<file path="src/rtl/input_debouncer.sv">
// input_debouncer: two-channel synchroniser and debounce FSM front end
// producing clean levels, edge pulses and a saturating glitch count.
module debounce_channel #(
   parameter int DEBOUNCE_CYCLES = 4,
   parameter int CNT_WIDTH       = 16
) (
   input  logic Clock,
   input  logic Reset,
   input  logic sync_in,
   output logic level,
   output logic rise,
   output logic fall,
   output logic glitch
);
   typedef enum logic [1:0] {
      STABLE_LOW  = 2'b00,
      PEND_HIGH   = 2'b01,
      STABLE_HIGH = 2'b10,
      PEND_LOW    = 2'b11
   } state_t;

   localparam logic [CNT_WIDTH-1:0] LAST = CNT_WIDTH'(DEBOUNCE_CYCLES - 1);
   localparam logic [CNT_WIDTH-1:0] ONE  = CNT_WIDTH'(1);

   state_t               state, state_nx;
   logic [CNT_WIDTH-1:0] cnt, cnt_nx;
   logic                 level_nx, rise_nx, fall_nx;

   always_ff @(posedge Clock) begin
      if (Reset) begin
         state <= STABLE_LOW;
         cnt   <= '0;
         level <= 1'b0;
         rise  <= 1'b0;
         fall  <= 1'b0;
      end else begin
         state <= state_nx;
         cnt   <= cnt_nx;
         level <= level_nx;
         rise  <= rise_nx;
         fall  <= fall_nx;
      end
   end

   always_comb begin
      state_nx = state;
      cnt_nx   = cnt;
      rise_nx  = 1'b0;
      fall_nx  = 1'b0;
      glitch   = 1'b0;
      case (state)
         STABLE_LOW: begin
            if (sync_in) begin
               state_nx = PEND_HIGH;
               cnt_nx   = ONE;
            end else begin
               cnt_nx = '0;
            end
         end
         PEND_HIGH: begin
            if (!sync_in) begin
               state_nx = STABLE_LOW;
               cnt_nx   = '0;
               glitch   = 1'b1;
            end else if (cnt == LAST) begin
               state_nx = STABLE_HIGH;
               cnt_nx   = '0;
               rise_nx  = 1'b1;
            end else begin
               cnt_nx = cnt + ONE;
            end
         end
         STABLE_HIGH: begin
            if (!sync_in) begin
               state_nx = PEND_LOW;
               cnt_nx   = ONE;
            end else begin
               cnt_nx = '0;
            end
         end
         PEND_LOW: begin
            if (sync_in) begin
               state_nx = STABLE_HIGH;
               cnt_nx   = '0;
               glitch   = 1'b1;
            end else if (cnt == LAST) begin
               state_nx = STABLE_LOW;
               cnt_nx   = '0;
               fall_nx  = 1'b1;
            end else begin
               cnt_nx = cnt + ONE;
            end
         end
         default: begin
            state_nx = STABLE_LOW;
            cnt_nx   = '0;
         end
      endcase
      // level follows the state being entered so it aligns with the pulses
      level_nx = (state_nx == STABLE_HIGH) || (state_nx == PEND_LOW);
   end
endmodule

module input_debouncer #(
   parameter int SYNC_STAGES     = 2,
   parameter int DEBOUNCE_CYCLES = 4,
   parameter int CNT_WIDTH       = 16
) (
   input  logic       Clock,
   input  logic       Reset,
   input  logic       RawA,
   input  logic       RawB,
   output logic       A,
   output logic       B,
   output logic       ARise,
   output logic       AFall,
   output logic       BRise,
   output logic       BFall,
   output logic [7:0] GlitchCount
);
   logic [SYNC_STAGES-1:0] sync_a, sync_b;
   logic                   glitch_a, glitch_b;
   logic [8:0]             sum;

   always_ff @(posedge Clock) begin
      if (Reset) begin
         sync_a <= '0;
         sync_b <= '0;
      end else begin
         sync_a <= {sync_a[SYNC_STAGES-2:0], RawA};
         sync_b <= {sync_b[SYNC_STAGES-2:0], RawB};
      end
   end

   debounce_channel #(
      .DEBOUNCE_CYCLES(DEBOUNCE_CYCLES),
      .CNT_WIDTH(CNT_WIDTH)
   ) u_chan_a (
      .Clock(Clock),
      .Reset(Reset),
      .sync_in(sync_a[SYNC_STAGES-1]),
      .level(A),
      .rise(ARise),
      .fall(AFall),
      .glitch(glitch_a)
   );

   debounce_channel #(
      .DEBOUNCE_CYCLES(DEBOUNCE_CYCLES),
      .CNT_WIDTH(CNT_WIDTH)
   ) u_chan_b (
      .Clock(Clock),
      .Reset(Reset),
      .sync_in(sync_b[SYNC_STAGES-1]),
      .level(B),
      .rise(BRise),
      .fall(BFall),
      .glitch(glitch_b)
   );

   // a joint abort may add 2, so saturate on the 9-bit sum
   assign sum = {1'b0, GlitchCount} + 9'(glitch_a) + 9'(glitch_b);

   always_ff @(posedge Clock) begin
      if (Reset) begin
         GlitchCount <= '0;
      end else begin
         GlitchCount <= sum[8] ? 8'hFF : sum[7:0];
      end
   end
endmodule

</file>
<file path="config.mk">
export PLATFORM = sky130hd
export DESIGN_NAME = input_debouncer
export DESIGN_NICKNAME = d
export VERILOG_FILES = /design/src/rtl/input_debouncer.sv
export SDC_FILE = /design/constraint.sdc
export NUM_CORES = 1
export LEC_CHECK = 0
export ABC_CLOCK_PERIOD_IN_PS = 2650
export CELL_PAD_IN_SITES_DETAIL_PLACEMENT = 0
export CELL_PAD_IN_SITES_GLOBAL_PLACEMENT = 2
export CORE_MARGIN = 4
export CORE_UTILIZATION = 36
export CTS_CLUSTER_DIAMETER = 150
export DETAILED_ROUTE_END_ITERATION = 8
export GPL_TIMING_DRIVEN = 1
export PLACE_DENSITY_LB_ADDON = 0.12
export SYNTH_ARGS = -nofsm -noshare
export SYNTH_HDL_FRONTEND = slang
export SYNTH_SLANG_ARGS = --single-unit
</file>
<file path="constraint.sdc">
create_clock -name Clock -period 2.65 [get_ports Clock]
set_clock_uncertainty 0.05 [all_clocks]
set_input_delay 0.6625 -clock Clock [delete_from_list [all_inputs] [get_ports Clock]]
set_output_delay 0.6625 -clock Clock [all_outputs]
set_load 0.01 [all_outputs]
</file>
==> impl_metrics.tcl <==
set metrics [dict create \
    ir_worst_vdd_uv 180.0 \
    grt_start_max_net_pins 18 \
    synth.top_cells.by_area "sky130_fd_sc_hd__dfxtp_1, sky130_fd_sc_hd__xor2_1, sky130_fd_sc_hd__nor2_1" \
    number_of_instances_in_the_synthesized_netlist 241 \
    synth.lib_cells_used.distinct 34 \
    multi_input_gate_area_mm2 0.001104 \
    min_period_over_period_pct 77.04 \
    cp.required_ns 1.94 \
    finalSetupViolCount 0 \
    dp_area_mm2 0.002490 \
    place_ws_ns 0.6854 \
    end_kind "output port" \
    post_detailed_route_drc_marker_count 0 \
    post_cts_hold_buffer_count 0 \
    slew_headroom_pct 68.57 \
    worstHoldStart "sync_a[0]" \
    grt_pass1_vias 1601 \
    ys_ff_latch 54 \
    synth_ff_type "sky130_fd_sc_hd__dfxtp_1" \
    routed_via_density 5.048 \
    post_cts_resize_count 0 \
    floorplan.io_pins 18 \
    yosys_warnings 0 \
    cp_data_arrival_time_ns 1.33 \
    min_path_type "reg2reg" \
    timing.critical_path.cells "clkdlybuf4s50_1" \
    detailedRoute.firstPassIterationCount 4 \
    fp-row-count 28 \
    nFillCells 622 \
    finalWorstPathRequiredPeriod_ns 2.041 \
    tritoncts "yes" \
    max-clock-path-buffers 2 \
    rsz0062_at_grt "false" \
    crit_fanout 6 \
    antenna_found_initial 0 \
    drtAntennaViolNets 0 \
    worst_slew_pin_slew_ns 0.4672 \
    syn_nets 249 \
    async_flop_share_pct 0 \
    max_stage_delay_ns 0.58 \
    stdcell_area_mm2 0.002585 \
    rrSetupSlack_ns 0.69 \
    max_cap_viol_count 0 \
    net_total_in_the_final_layout 268 \
    fin_tns_setup_ns 0 \
    yosys.cell_count.top_type "sky130_fd_sc_hd__dfxtp_1" \
    path_delay_family "buffers and inverters" \
    globalRoute.totalOverflow 0 \
    timing.final.hold_violations 0 \
    clock_latency_at_the_later_pin_of_the_worst_skew_pair_ns 0.31 \
    power_density_mw_per_mm2 510.3 \
    drt-initial-drc-count 58 \
    ctsRootBufferMaster "sky130_fd_sc_hd__clkbuf_8" \
    setup_ws_ns 0.6085 \
    hold_path_depth 1 \
    timing_max_transition_violations_final 0 \
    cpMaxStageDelayCell "sky130_fd_sc_hd__clkdlybuf4s50_1" \
    full_die_area_mm2 0.007536 \
    die-height_um 86.81 \
    yosys.area.top_type "sky130_fd_sc_hd__dfxtp_1" \
    hold_ws_ns 0.3966 \
    syn_to_final_growth_pct 15.61 \
    floorplan.die.width_um 86.81 \
    min_delay_worst_endpoint "sync_a[1]" \
    floorplan.initialDensity_pct 37.32 \
    run_status "finished, final reports clean" \
    grt_pass1_wl_um 7748 \
    detailedPlacementHpwl_um 3032 \
    core-area_mm2 0.005991 \
    cts_num_sinks 54 \
    routed_length_per_placed_instance_um 13.07 \
    dr_total_vias 1696 \
    cts_made_buffers 5 \
    r2r_end "GlitchCount[7]" \
    worst-r2r-cell-count 6 \
    syn_area_mm2 0.002236 \
    timing_worst_setup_path_type "reg2out" \
    max_clock_freq_mhz 489.8 \
    antenna_cells_inserted 0 \
    drt_wl_total_um 4391 \
    crit-reg2reg-launch "sync_b[1]" \
    startpoint_types "flip-flop" \
    ff_latch_area_mm2 0.001081 \
    commonest_cells_post_synth "sky130_fd_sc_hd__dfxtp_1, sky130_fd_sc_hd__nor2_1, sky130_fd_sc_hd__xor2_1, sky130_fd_sc_hd__nand3_1, sky130_fd_sc_hd__nand4_1" \
    grtUsageTotal_pct 12.98 \
    synth-edff-count 0 \
    portBuffers 17 \
    clk_pin_slew_worst_paths_ns 0.10 \
    synth_area_per_cell_um2 9.278 \
    post_cts_buffers 0 \
    cp_num_buf_inv 1 \
    static-leakage-power_nw 0.8203 \
    htree_levels 2 \
    layout-drive-gt1-share_pct 5.747 \
    synth_top_area_share_pct 48.35 \
    gpl.final_weighted_congestion 0.7461 \
    sequential_cell_area_fraction_in_the_yosys_report_pct 48.35 \
]
## layout by cell type (no fill, tap or decap), drive strengths merged
| cell | count |
|---|---|
| a21boi | 2 |
| clkbuf | 6 |
| a211oi | 1 |
| a31oi | 1 |
| inv | 5 |
| o21ai | 1 |
| nor3b | 1 |
| nor2 | 38 |
| mux2i | 2 |
| fa | 1 |
| buf | 3 |
| clkinv | 1 |
| nor4 | 7 |
| nor3 | 8 |
| nand2 | 8 |
| and3 | 2 |
| nand4 | 15 |
| nand3 | 17 |
| ha | 3 |
| o31ai | 1 |
| and2 | 5 |
| nor2b | 4 |
| and4 | 5 |
| or2 | 2 |
| nor4b | 8 |
| or4 | 1 |
| dfxtp | 54 |
| a21oi | 8 |
| clkinvlp | 1 |
| or3 | 1 |
| xnor2 | 13 |
| clkdlybuf4s50 | 17 |
| xor2 | 19 |
## power breakdown
part	total (W)	internal, W	switching (W)
Combinational	0.0000251	0.0000134	0.0000117
Clock	0.000473	0.000211	0.000262
Sequential	0.000821	0.000817	0.00000444
## final cells by class
cell class / instances / share of cell area (%)
clock buffer: 6 / 3.195
clock inverter: 2 / 0.4840
inverter: 5 / 0.7260
multi-input combinational: 174 / 42.69
sequential: 54 / 41.82
tap: 75 / 3.630
timing repair buffer: 20 / 7.454
## cell families after synthesis
group	share of synthesized area (%)
AOI/OAI and AO/OA	3.637
xor gates and xnor gates	12.54
adders and majority gates	2.574
buffers and inverters	2.294
DFF	48.35
muxes	0.8954
and+or+nand+nor	29.72
## metal layers
layer	part of all wire [%]	up-vias	global-route usage, %
li1	-	884	-
met1	49	787	17.60
met2	47	19	20.22
met3	2.6	6	3.422
met4	1.3	0	3.824
met5	0	-	0
## worst max-delay path by stage
stage	from	to	slack (ns)	cells after the start
2_1_floorplan	sync_b[1]	GlitchCount[7]	0.82	6
3_3_place_gp	sync_b[1]	GlitchCount[7]	0.71	6
3_5_place_dp	sync_b[1]	GlitchCount[7]	0.69	6
4_1_cts	GlitchCount[2]	GlitchCount[2]	0.60	1
5_1_grt	GlitchCount[2]	GlitchCount[2]	0.54	1
6_report	GlitchCount[2]	GlitchCount[2]	0.61	1
## metrics by stage
step,instances,utilization [%],power [W]
floorplan,241,-,0.0008530
global placement,328,41.56,0.0008655
detailed placement,328,41.56,0.0008655
CTS,336,43.15,0.001355
global route,336,43.15,0.001390
finish,336,43.15,0.001319
## sequential cells by signal, summed over array words and instances (netlist names)
name and count:
u_chan_a.cnt 16, u_chan_b.cnt 16, GlitchCount 8, sync_a 2, sync_b 2, u_chan_a.state 2, u_chan_b.state 2, u_chan_a.fall 1
u_chan_a.level 1, u_chan_a.rise 1, u_chan_b.fall 1, u_chan_b.level 1, u_chan_b.rise 1
No activity file was read; power rests on OpenSTA's default activity.
